==> config.mk <==
export PLATFORM = sky130hd
export DESIGN_NAME = csc_column_walker_flat
export DESIGN_NICKNAME = d
export VERILOG_FILES = /design/src/rtl/csc_column_walker_if.sv /design/src/rtl/csc_column_walker.sv /design/src/flat_wrapper.sv
export SDC_FILE = /design/constraint.sdc
export NUM_CORES = 1
export LEC_CHECK = 0
export CAP_MARGIN = 15
export CORE_ASPECT_RATIO = 0.5
export CORE_UTILIZATION = 55
export DETAILED_ROUTE_END_ITERATION = 10
export PLACE_DENSITY = 0.83
export REMOVE_ABC_BUFFERS = 1
export SYNTH_ARGS = -nofsm -noshare
export SYNTH_HDL_FRONTEND = slang
export SYNTH_SLANG_ARGS = --single-unit
==> constraint.sdc <==
create_clock -name clock -period 7.43 [get_ports clock]
set_input_delay 1.8575 -clock clock [delete_from_list [all_inputs] [get_ports clock]]
set_output_delay 1.8575 -clock clock [all_outputs]
set_load 0.01 [all_outputs]
==> src/rtl/csc_column_walker_if.sv <==
// Handshake and spad-side signals of the CSC column walker.
// The walker uses the slave modport; a driver or testbench uses the master modport.
interface csc_column_walker_if;
  logic       start;
  logic [7:0] addr_data;
  logic       addr_index_inc;
  logic       elem_valid;
  logic       elem_ready;
  logic [7:0] data_index;
  logic [3:0] col_id;
  logic       busy;
  logic       done;
  logic       err;

  modport slave (
    input  start,
    input  addr_data,
    input  elem_ready,
    output addr_index_inc,
    output elem_valid,
    output data_index,
    output col_id,
    output busy,
    output done,
    output err
  );

  modport master (
    output start,
    output addr_data,
    output elem_ready,
    input  addr_index_inc,
    input  elem_valid,
    input  data_index,
    input  col_id,
    input  busy,
    input  done,
    input  err
  );
endinterface

==> src/rtl/csc_column_walker.sv <==
// Walks the column end pointers of a CSC matrix and emits one data-spad index per nonzero
// element, tagged with its column number.
module csc_column_walker (
  input  logic                  clock,
  input  logic                  reset,
  csc_column_walker_if.slave    bus
);

  typedef enum logic [1:0] {StIdle, StFetch, StEmit, StDone} state_e;

  state_e     state_q;
  logic [7:0] data_index_q;
  logic [7:0] end_ptr_q;
  logic [3:0] col_id_q;
  logic       err_q;

  logic [8:0] idx_inc;
  logic       last_elem;
  logic       emit_hs;
  logic       fetch_adv;
  logic [3:0] col_next;

  always_comb begin
    idx_inc   = {1'b0, data_index_q} + 9'd1;
    last_elem = (idx_inc == {1'b0, end_ptr_q});
    emit_hs   = (state_q == StEmit) && bus.elem_ready;
    // End sign (0), empty column and backwards pointer all consume the address entry.
    fetch_adv = (state_q == StFetch) && (bus.addr_data <= data_index_q);
    col_next  = (col_id_q == 4'hF) ? col_id_q : col_id_q + 4'd1;
  end

  always_ff @(posedge clock) begin
    if (!reset) begin
      state_q      <= StIdle;
      data_index_q <= 8'd0;
      end_ptr_q    <= 8'd0;
      col_id_q     <= 4'd0;
      err_q        <= 1'b0;
    end else begin
      unique case (state_q)
        StIdle: begin
          if (bus.start) begin
            data_index_q <= 8'd0;
            col_id_q     <= 4'd0;
            err_q        <= 1'b0;
            state_q      <= StFetch;
          end
        end
        StFetch: begin
          if (bus.addr_data == 8'd0) begin
            state_q <= StDone;
          end else if (bus.addr_data <= data_index_q) begin
            col_id_q <= col_next;
            if (bus.addr_data < data_index_q) err_q <= 1'b1;
          end else begin
            end_ptr_q <= bus.addr_data;
            state_q   <= StEmit;
          end
        end
        StEmit: begin
          if (bus.elem_ready) begin
            data_index_q <= idx_inc[7:0];
            if (last_elem) begin
              col_id_q <= col_next;
              state_q  <= StFetch;
            end
          end
        end
        StDone: state_q <= StIdle;
        default: state_q <= StIdle;
      endcase
    end
  end

  // Gated by reset so the spad pointer never moves while the block is held in reset.
  assign bus.addr_index_inc = reset && (fetch_adv || (emit_hs && last_elem));
  assign bus.elem_valid     = (state_q == StEmit);
  assign bus.busy           = (state_q != StIdle);
  assign bus.done           = (state_q == StDone);
  assign bus.data_index     = data_index_q;
  assign bus.col_id         = col_id_q;
  assign bus.err            = err_q;

endmodule

==> src/flat_wrapper.sv <==
// flat-port wrapper written by rule: the top's interface ports become plain ports
module csc_column_walker_flat 
  (clock, reset, bus_start, bus_addr_data, bus_elem_ready, bus_addr_index_inc, bus_elem_valid, bus_data_index, bus_col_id, bus_busy, bus_done, bus_err);
  csc_column_walker_if bus_i ();
  input  logic clock;
  input  logic reset;
  input wire logic [$bits(bus_i.start)-1:0] bus_start;
  input wire logic [$bits(bus_i.addr_data)-1:0] bus_addr_data;
  input wire logic [$bits(bus_i.elem_ready)-1:0] bus_elem_ready;
  output wire logic [$bits(bus_i.addr_index_inc)-1:0] bus_addr_index_inc;
  output wire logic [$bits(bus_i.elem_valid)-1:0] bus_elem_valid;
  output wire logic [$bits(bus_i.data_index)-1:0] bus_data_index;
  output wire logic [$bits(bus_i.col_id)-1:0] bus_col_id;
  output wire logic [$bits(bus_i.busy)-1:0] bus_busy;
  output wire logic [$bits(bus_i.done)-1:0] bus_done;
  output wire logic [$bits(bus_i.err)-1:0] bus_err;
  assign bus_i.start = bus_start;
  assign bus_i.addr_data = bus_addr_data;
  assign bus_i.elem_ready = bus_elem_ready;
  assign bus_addr_index_inc = bus_i.addr_index_inc;
  assign bus_elem_valid = bus_i.elem_valid;
  assign bus_data_index = bus_i.data_index;
  assign bus_col_id = bus_i.col_id;
  assign bus_busy = bus_i.busy;
  assign bus_done = bus_i.done;
  assign bus_err = bus_i.err;
  csc_column_walker u_core (.clock(clock), .reset(reset), .bus(bus_i));
endmodule
# Word-level counts from Yosys, hierarchy flattened

Cells that the tools add are included.
Widths: inputs -> output; s select.

Equal/unequal tests: 12
Multiplexer cells: 21
Reduce and logical (&&, ||, !) cells: 16
Bitwise operators: 2
Add/subtract/negate cells: 2
Order comparisons: 2

Operator list:

| cell                | number |
|---|---|
| $mux 4              | 6 |
| $mux 8              | 2 |
| $pmux 8 s2          | 1 |
| $pmux 4 s3          | 1 |
| $mux 2              | 5 |
| $ne 2x2->1 const B  | 5 |
| $add 8x1->9 const B | 1 |
| $eq 9x8->1          | 1 |
| $le 8x8->1          | 1 |
| $logic_not 8->1     | 1 |
| $lt 8x8->1          | 1 |
| $pmux 2 s4          | 1 |
| $reduce_and 3->1    | 2 |
| $reduce_and 6->1    | 1 |
| $reduce_bool 2->1   | 3 |
| $reduce_and 5->1    | 1 |
| $add 4x1->4 const B | 1 |
| $eq 2x2->1 const B  | 2 |
| $eq 4x4->1 const B  | 1 |
| $logic_and 1x1->1   | 4 |
| $mux 1              | 4 |
| $reduce_and 4->1    | 1 |
| $ne 3x3->1 const B  | 1 |
| $reduce_bool 3->1   | 1 |
| other kinds (6)     | 7 |

Flip-flop bits (word level): 23
Bits of input ports: 12
Output and inout bits: 17

# Depth between registers and ports, before layout

Gate-level depths: netlist of run 1.

Word-level depth: 5
Mapped depth: 11
Mapped depth without buffers: 9

# Least setup slack after synthesis of run 1

OpenSTA, ideal clock, no wires.

Path kind: input-to-output
Start: input port bus_addr_data[1]
End: output port bus_addr_index_inc
Arrival time: 3.270 ns
Buffers on the path: 1
Stages on the path: 8
Path slack: 2.303 ns
Data required time: 5.572 ns
Path through: ha_1 -> nor2b_1 -> o211ai_1 -> a21oi_1 -> or2_2 -> clkbuf_1 -> nand2b_1 -> a21oi_1

Longest elaborated chain between the ends: 4

RTL lines:

| what              | line                    | RTL |
|---|---|---|
| start, declared   | flat_wrapper.sv:8       | `input wire logic [$bits(bus_i.addr_data)-1:0] bus_addr_data;` |
| $le 8x8->1        | csc_column_walker.sv:28 | `fetch_adv = (state_q == StFetch) && (bus.addr_data <= data_index_q);` |
| $logic_and 1x1->1 | csc_column_walker.sv:28 |  |
| $logic_or 1x1->1  | csc_column_walker.sv:76 | `assign bus.addr_index_inc = reset && (fetch_adv \|\| (emit_hs && last_elem));` |
| $logic_and 1x1->1 | csc_column_walker.sv:76 |  |
| end, declared     | flat_wrapper.sv:10      | `output wire logic [$bits(bus_i.addr_index_inc)-1:0] bus_addr_index_inc;` |

No other way between the ends.

# Worst setup path in the final report of run 1

Start: input port bus_addr_data[5]
End: output port bus_addr_index_inc

The elaborated chain is that of the path after synthesis.

==> results.sh, run 1 <==
export IMPL_outcome="completed"
export IMPL_rrSetupSlack_ns=4.62
export IMPL_gp_congestion=0.892
export IMPL_synth_cells=209
export IMPL_hold_ws_ns=0.499
export IMPL_first_pass_iters=4
export IMPL_post_drt_wl_per_cell_microns=14.7
export IMPL_relSlewSlack_pct=45.8
export IMPL_min_period_ns=6.07
export IMPL_dp_worst_setup_slack_ns=1.37
export IMPL_avgSynthCellArea_sq_um=7.92
export IMPL_p_leak_nw=0.777
export IMPL_synth_edf_count=0
export IMPL_fin_area_sq_um=2000
export IMPL_cts_hold_buf=0
export IMPL_grt_usage_pct=26.8
export IMPL_cts_root_buf="clkbuf_8"
export IMPL_nFillCells=201
export IMPL_yosysMostFrequentCell="dfxtp_1"
export IMPL_cts_repair_resized=0
export IMPL_yosys_top_cells_count="dfxtp_1 (23), nor2_1 (18), inv_1 (17)"
export IMPL_synth_area_leaders="dfxtp_1 (28%), ha_1 (11%), mux2i_1 (5.4%)"
export IMPL_gr_total_overflow=0
export IMPL_ys_ff_latch=23
export IMPL_fin_cells=270
export IMPL_cts_tree="built"
export IMPL_hold_viol=0
export IMPL_powerDensity_nw_per_um2=230
export IMPL_h_tree_depth=1
export IMPL_row_count=13
export IMPL_yosysTopAreaCell="dfxtp_1"
export IMPL_power_total_mw=0.459
export IMPL_fin_setup_tns_ns=0
export IMPL_peakVddDrop_mv=0.191
export IMPL_p_int_mw=0.273
export IMPL_worst_pin_slew_ns=0.810
export IMPL_slowest_delay_ns=0.56
export IMPL_seq_power_share_pct=34.3
export IMPL_postLayoutCoreUtil_pct=73.5
export IMPL_placedCellCount=266
export IMPL_drcViolationCount=0
export IMPL_cts_buffers=3
export IMPL_ant_nets=0
export IMPL_clock_sinks=23
export IMPL_rsz0062_at_grt="false"
export IMPL_die_area_sq_um=3250
export IMPL_seq_area_frac_synth_pct=27.8
export IMPL_crit_type="in2out"
export IMPL_io_pins=29
export IMPL_antenna_cells=0
export IMPL_min_path_type="reg2reg"
export IMPL_grt_pass1_wl_mm=6.35
export IMPL_drt_total_wl_mm=3.98
export IMPL_arrival_ns=4.21
export IMPL_fmax_mhz=165
export IMPL_finClkSkew_ns=0.00892
export IMPL_critPathSlowestCell="clkdlybuf4s50_1"
export IMPL_slew_viol_final=0
export IMPL_p_sw_share_pct=40.6
export IMPL_ys_flop_type="dfxtp_1"
export IMPL_vias=1629
export IMPL_clk_path_buf_depth=2
export IMPL_nets=260
export IMPL_dp_hpwl_mm=2.99
export IMPL_via_per_inst=6.03
export IMPL_fp_coreArea_sq_um=2720
export IMPL_synth_top_area_share_pct=27.8
export IMPL_power_frac_clock_pct=17.8
export IMPL_post_cts_setup_buffers=0
export IMPL_endpoint_kind="output port"
export IMPL_grt_pass1_vias=1367
export IMPL_dieHeight_microns=40.8
export IMPL_crit_required_ns=5.57
export IMPL_async_reset_ff_share_pct=0
export IMPL_area_growth_pct=20.6
export IMPL_drive_above_1_share_pct=4.72
export IMPL_ys_warn_count=0
export IMPL_netlist_area_sq_um=1660
export IMPL_antenna_found_initial=0
export IMPL_cp_max_fo=5
export IMPL_place_port_buffers=28
export IMPL_crit_path_cell_trace="clkdlybuf4s50_1, ha_1, a21oi_1, o21ai_0, o21a_1, or2_2, nand2b_1, a21oi_1, clkdlybuf4s50_1"
export IMPL_fin_ws_ns=1.36
export IMPL_die_w_microns=79.6
export IMPL_place_area_sq_um=1950
export IMPL_clkLatencyLatePin_ns=0.27
export IMPL_grt_max_degree=25
export IMPL_p_sw_mw=0.186
export IMPL_startpoint_type="input port"
export IMPL_start_util_pct=60.9
export IMPL_p_comb_share_pct=47.9
export IMPL_drv_cap=0
export IMPL_yosysUniqueCellTypes=47
export IMPL_finalSetupViolations=0
export IMPL_cts_clk_slew_worst_paths_ns=0.08
export IMPL_drtIter0Drc=81
export IMPL_period_share_pct=81.7
==> metal layers <==
layer	global-route usage (%)	routed length [microns]
met1	33.7	1950
met2	45.7	1760
met3	7.33	221
met4	10.0	38
met5	0	0
==> power groups by stage <==
stage	logic (mW)	registers [mW]	clock network (mW)
2_1_floorplan	0.150	0.158	0
3_3_place_gp	0.212	0.159	0
3_5_place_dp	0.216	0.160	0
4_1_cts	0.218	0.157	0.0829
5_1_grt	0.239	0.160	0.0875
6_report	0.220	0.157	0.0816
==> worst paths after layout <==
| kind | to | cells past startpoint | startpoint |
|---|---|---|---|
| worst max register to register | u_core.state_q[0] | 7 | u_core.bus.data_index[0] |
| worst min register to register | u_core.bus.col_id[1] | 2 | u_core.bus.col_id[1] |
| worst max-delay path | bus_addr_index_inc | 9 | bus_addr_data[5] |
| worst min-delay path | u_core.bus.col_id[1] | 2 | u_core.bus.col_id[1] |
==> cell families after synthesis <==
group | Yosys count | share of synthesized area [%]
and+or+nand+nor | 79 | 25.6
AOI/OAI and AO/OA | 52 | 21.1
buffers and inverters | 25 | 5.74
DFF | 23 | 27.8
adders and majority gates | 14 | 10.6
muxes | 9 | 5.44
xor gates and xnor gates | 7 | 3.70
==> worst max-delay path: cells and delay by family <==
kind | cells | cell delay, ns
buf+inv | 2 | 1.09
compound gates | 4 | 0.51
fa+ha+maj | 1 | 0.27
simple gates | 2 | 0.48
==> layout make-up <==
| cell class | instances | area, sq um | area share (%) |
|---|---|---|---|
| inverter | 17 | 63.8 | 3.20 |
| tap | 37 | 46.3 | 2.32 |
| multi-input combinational | 161 | 1100 | 55.1 |
| clock buffer | 3 | 41.3 | 2.07 |
| sequential | 23 | 460 | 23.1 |
| timing repair buffer | 28 | 280 | 14.0 |
| clock inverter | 1 | 5.00 | 0.251 |
==> sequential cells by signal, indices dropped and copies added, names as in the netlist <==
register / count
u_core.bus.data_index: 8
u_core.end_ptr_q: 8
u_core.bus.col_id: 4
u_core.state_q: 2
u_core.bus.err: 1
==> cells in the final DEF, fill, tap and decap left out, drive strengths merged, types with 3 or more instances in the layout <==
cell	instances
nand2b	4
o21ai	14
clkbuf	3
ha	14
dfxtp	23
nand4	5
a21oi	16
nor2	19
nor2b	11
a211oi	3
nand2	12
inv	17
nand3b	3
nor4	3
mux2i	9
xor2	4
xnor2	3
nand3	13
clkdlybuf4s50	28
No activity file was read; power rests on OpenSTA's default activity.
==> run 2: changes to the inputs <==
--- a/config.mk
+++ b/config.mk
@@ -7,9 +7,9 @@
 export LEC_CHECK = 0
 export CAP_MARGIN = 15
 export CORE_ASPECT_RATIO = 0.5
-export CORE_UTILIZATION = 55
+export CORE_UTILIZATION = 47
 export DETAILED_ROUTE_END_ITERATION = 10
-export PLACE_DENSITY = 0.83
+export PLACE_DENSITY = 0.75
 export REMOVE_ABC_BUFFERS = 1
 export SYNTH_ARGS = -nofsm -noshare
 export SYNTH_HDL_FRONTEND = slang
==> constraint.sdc (replaced) <==
create_clock -name clock -period 5.4 [get_ports clock]
set_input_delay 1.35 -clock clock [delete_from_list [all_inputs] [get_ports clock]]
set_output_delay 1.35 -clock clock [all_outputs]
set_load 0.01 [all_outputs]
==> run 2 against run 1 <==
  * Routed wire length increased by 0.50%
  * Clock skew decreased by 0.0067 ns
  * Highest routed layer unchanged
  * Sequential power up 38%
  * Critical path type unchanged
==> results.sh, run 2 (same netlist as run 1, synthesis figures left out) <==
export IMPL_place_port_buffers=28
export IMPL_drcViolationCount=0
export IMPL_post_drt_wl_per_cell_microns=14.2
export IMPL_p_comb_share_pct=48.5
export IMPL_drive_above_1_share_pct=4.70
export IMPL_fin_area_sq_um=2020
export IMPL_postLayoutCoreUtil_pct=63.6
export IMPL_finalSetupViolations=0
export IMPL_cts_buffers=3
export IMPL_via_per_inst=5.76
export IMPL_path_buf_inv=2
export IMPL_clk_path_buf_depth=2
export IMPL_crit_type="in2out"
export IMPL_p_sw_mw=0.255
export IMPL_min_period_ns=5.04
export IMPL_start_util_pct=52.2
export IMPL_hold_viol=0
export IMPL_grt_pass1_wl_mm=6.44
export IMPL_row_count=14
export IMPL_startpoint_type="input port"
export IMPL_area_growth_pct=21.8
export IMPL_place_area_sq_um=1970
export IMPL_rsz0062_at_grt="false"
export IMPL_slowest_delay_ns=0.54
export IMPL_p_int_mw=0.377
export IMPL_powerDensity_nw_per_um2=313
export IMPL_fin_ws_ns=0.363
export IMPL_cts_clk_slew_worst_paths_ns=0.08
export IMPL_antenna_found_initial=0
export IMPL_grt_pass1_vias=1319
export IMPL_finClkSkew_ns=0.00223
export IMPL_nets=261
export IMPL_slew_viol_final=0
export IMPL_hold_ws_ns=0.500
export IMPL_clkLatencyLatePin_ns=0.27
export IMPL_final_cell_mix="clkdlybuf4s50_1 (28), dfxtp_1 (23), nor2_1 (18)"
export IMPL_dp_hpwl_mm=3.03
export IMPL_final_common_cell="clkdlybuf4s50_1"
export IMPL_drtIter0Drc=94
export IMPL_outcome="completed"
export IMPL_cts_root_buf="clkbuf_8"
export IMPL_relSlewSlack_pct=54.9
export IMPL_die_area_sq_um=3780
export IMPL_fin_setup_tns_ns=0
export IMPL_seqCellArea_sq_um=460
export IMPL_arrival_ns=3.69
export IMPL_io_pins=29
export IMPL_critPathSlowestCell="clkdlybuf4s50_1"
export IMPL_gp_congestion=0.872
export IMPL_cts_tree="built"
export IMPL_peakVddDrop_mv=0.245
export IMPL_crit_family="buffers and inverters"
export IMPL_first_pass_iters=4
export IMPL_antenna_cells=0
export IMPL_post_cts_setup_buffers=0
export IMPL_p_sw_share_pct=40.3
export IMPL_crit_path_cell_trace="clkdlybuf4s50_1, ha_1, nor2b_1, o211ai_1, a21oi_1, or2_2, nand2b_1, a21oi_1, clkdlybuf4s50_1"
export IMPL_crit_required_ns=4.05
export IMPL_drv_cap=0
export IMPL_h_tree_depth=1
export IMPL_vias=1624
export IMPL_die_w_microns=85.9
export IMPL_cts_repair_resized=0
export IMPL_grt_usage_pct=22.4
export IMPL_dp_worst_setup_slack_ns=0.358
export IMPL_min_path_type="reg2reg"
export IMPL_dieHeight_microns=44.0
export IMPL_power_frac_clock_pct=17.2
export IMPL_cp_max_fo=5
export IMPL_multi_input_area_sq_um=1100
export IMPL_endpoint_kind="output port"
export IMPL_seq_power_share_pct=34.3
export IMPL_nFillCells=271
export IMPL_worst_pin_slew_ns=0.673
export IMPL_grt_max_degree=25
export IMPL_p_leak_nw=0.779
export IMPL_cts_hold_buf=0
export IMPL_gr_total_overflow=0
export IMPL_fp_coreArea_sq_um=3170
export IMPL_fmax_mhz=199
export IMPL_drt_total_wl_mm=4.00
export IMPL_ant_nets=0
export IMPL_period_share_pct=93.3
export IMPL_clock_sinks=23
[run 2: stage by stage]
| step | std cells | power [mW] |
|---|---|---|
| floorplan | 201 | 0.424 |
| global placement | 278 | 0.514 |
| detailed placement | 278 | 0.522 |
| CTS | 282 | 0.633 |
| global route | 282 | 0.675 |
| finish | 282 | 0.632 |
[run 2: worst paths after layout]
check | start | end | slack (ns) | cells after the start
setup / recovery | bus_addr_data[1] | bus_addr_index_inc | 0.36 | 9
hold / removal | u_core.bus.col_id[1] | u_core.bus.col_id[1] | 0.50 | 2
setup reg to reg | u_core.bus.data_index[0] | u_core.state_q[0] | 2.73 | 7
hold reg to reg | u_core.bus.col_id[1] | u_core.bus.col_id[1] | 0.50 | 2
[run 2: power groups by stage]
stage / combinational, mW / clock, mW / sequential, mW
2_1_floorplan: 0.207 / 0 / 0.218
3_3_place_gp: 0.294 / 0 / 0.219
3_5_place_dp: 0.301 / 0 / 0.221
4_1_cts: 0.303 / 0.113 / 0.217
5_1_grt: 0.334 / 0.119 / 0.222
6_report: 0.307 / 0.109 / 0.217
[run 2: tightest hold or removal path, stage by stage (launching register included)]
cell,delay [ns]
dfxtp_1,0.34
nand2_1,0.06
mux2i_1,0.06
[run 2: layout make-up]
type                       count  share of cell area (%)
multi-input combinational    161                    54.5
sequential                    23                    22.8
timing repair buffer          29                    14.3
inverter                      17                    3.16
tap                           48                    2.98
clock buffer                   4                    2.23
[run 2: metal layers]
metal / vias up / global-route usage (%) / part of all wire [%]
li1: 796 / - / -
met1: 777 / 31.1 / 53
met2: 46 / 35.7 / 42
met3: 5 / 5.14 / 4.7
met4: 0 / 5.00 / 0.78
met5: - / 0 / 0
==> run 3: changes to the inputs <==
==> constraint.sdc (replaced) <==
create_clock -name clock -period 5.4 [get_ports clock]
set_input_delay 1.35 -clock clock [delete_from_list [all_inputs] [get_ports clock]]
set_output_delay 1.35 -clock clock [all_outputs]
set_load 0.005 [all_outputs]
==> results of run 3 <==
Same layout as run 2 (identical final DEF). Status: completed.
Main changes from that run: setup slack after placement 0.358 ns -> 0.394 ns; setup slack after layout 0.363 ns -> 0.398 ns; total power 0.632 mW -> 0.626 mW; worst IR drop on VDD 0.245 mV -> 0.243 mV
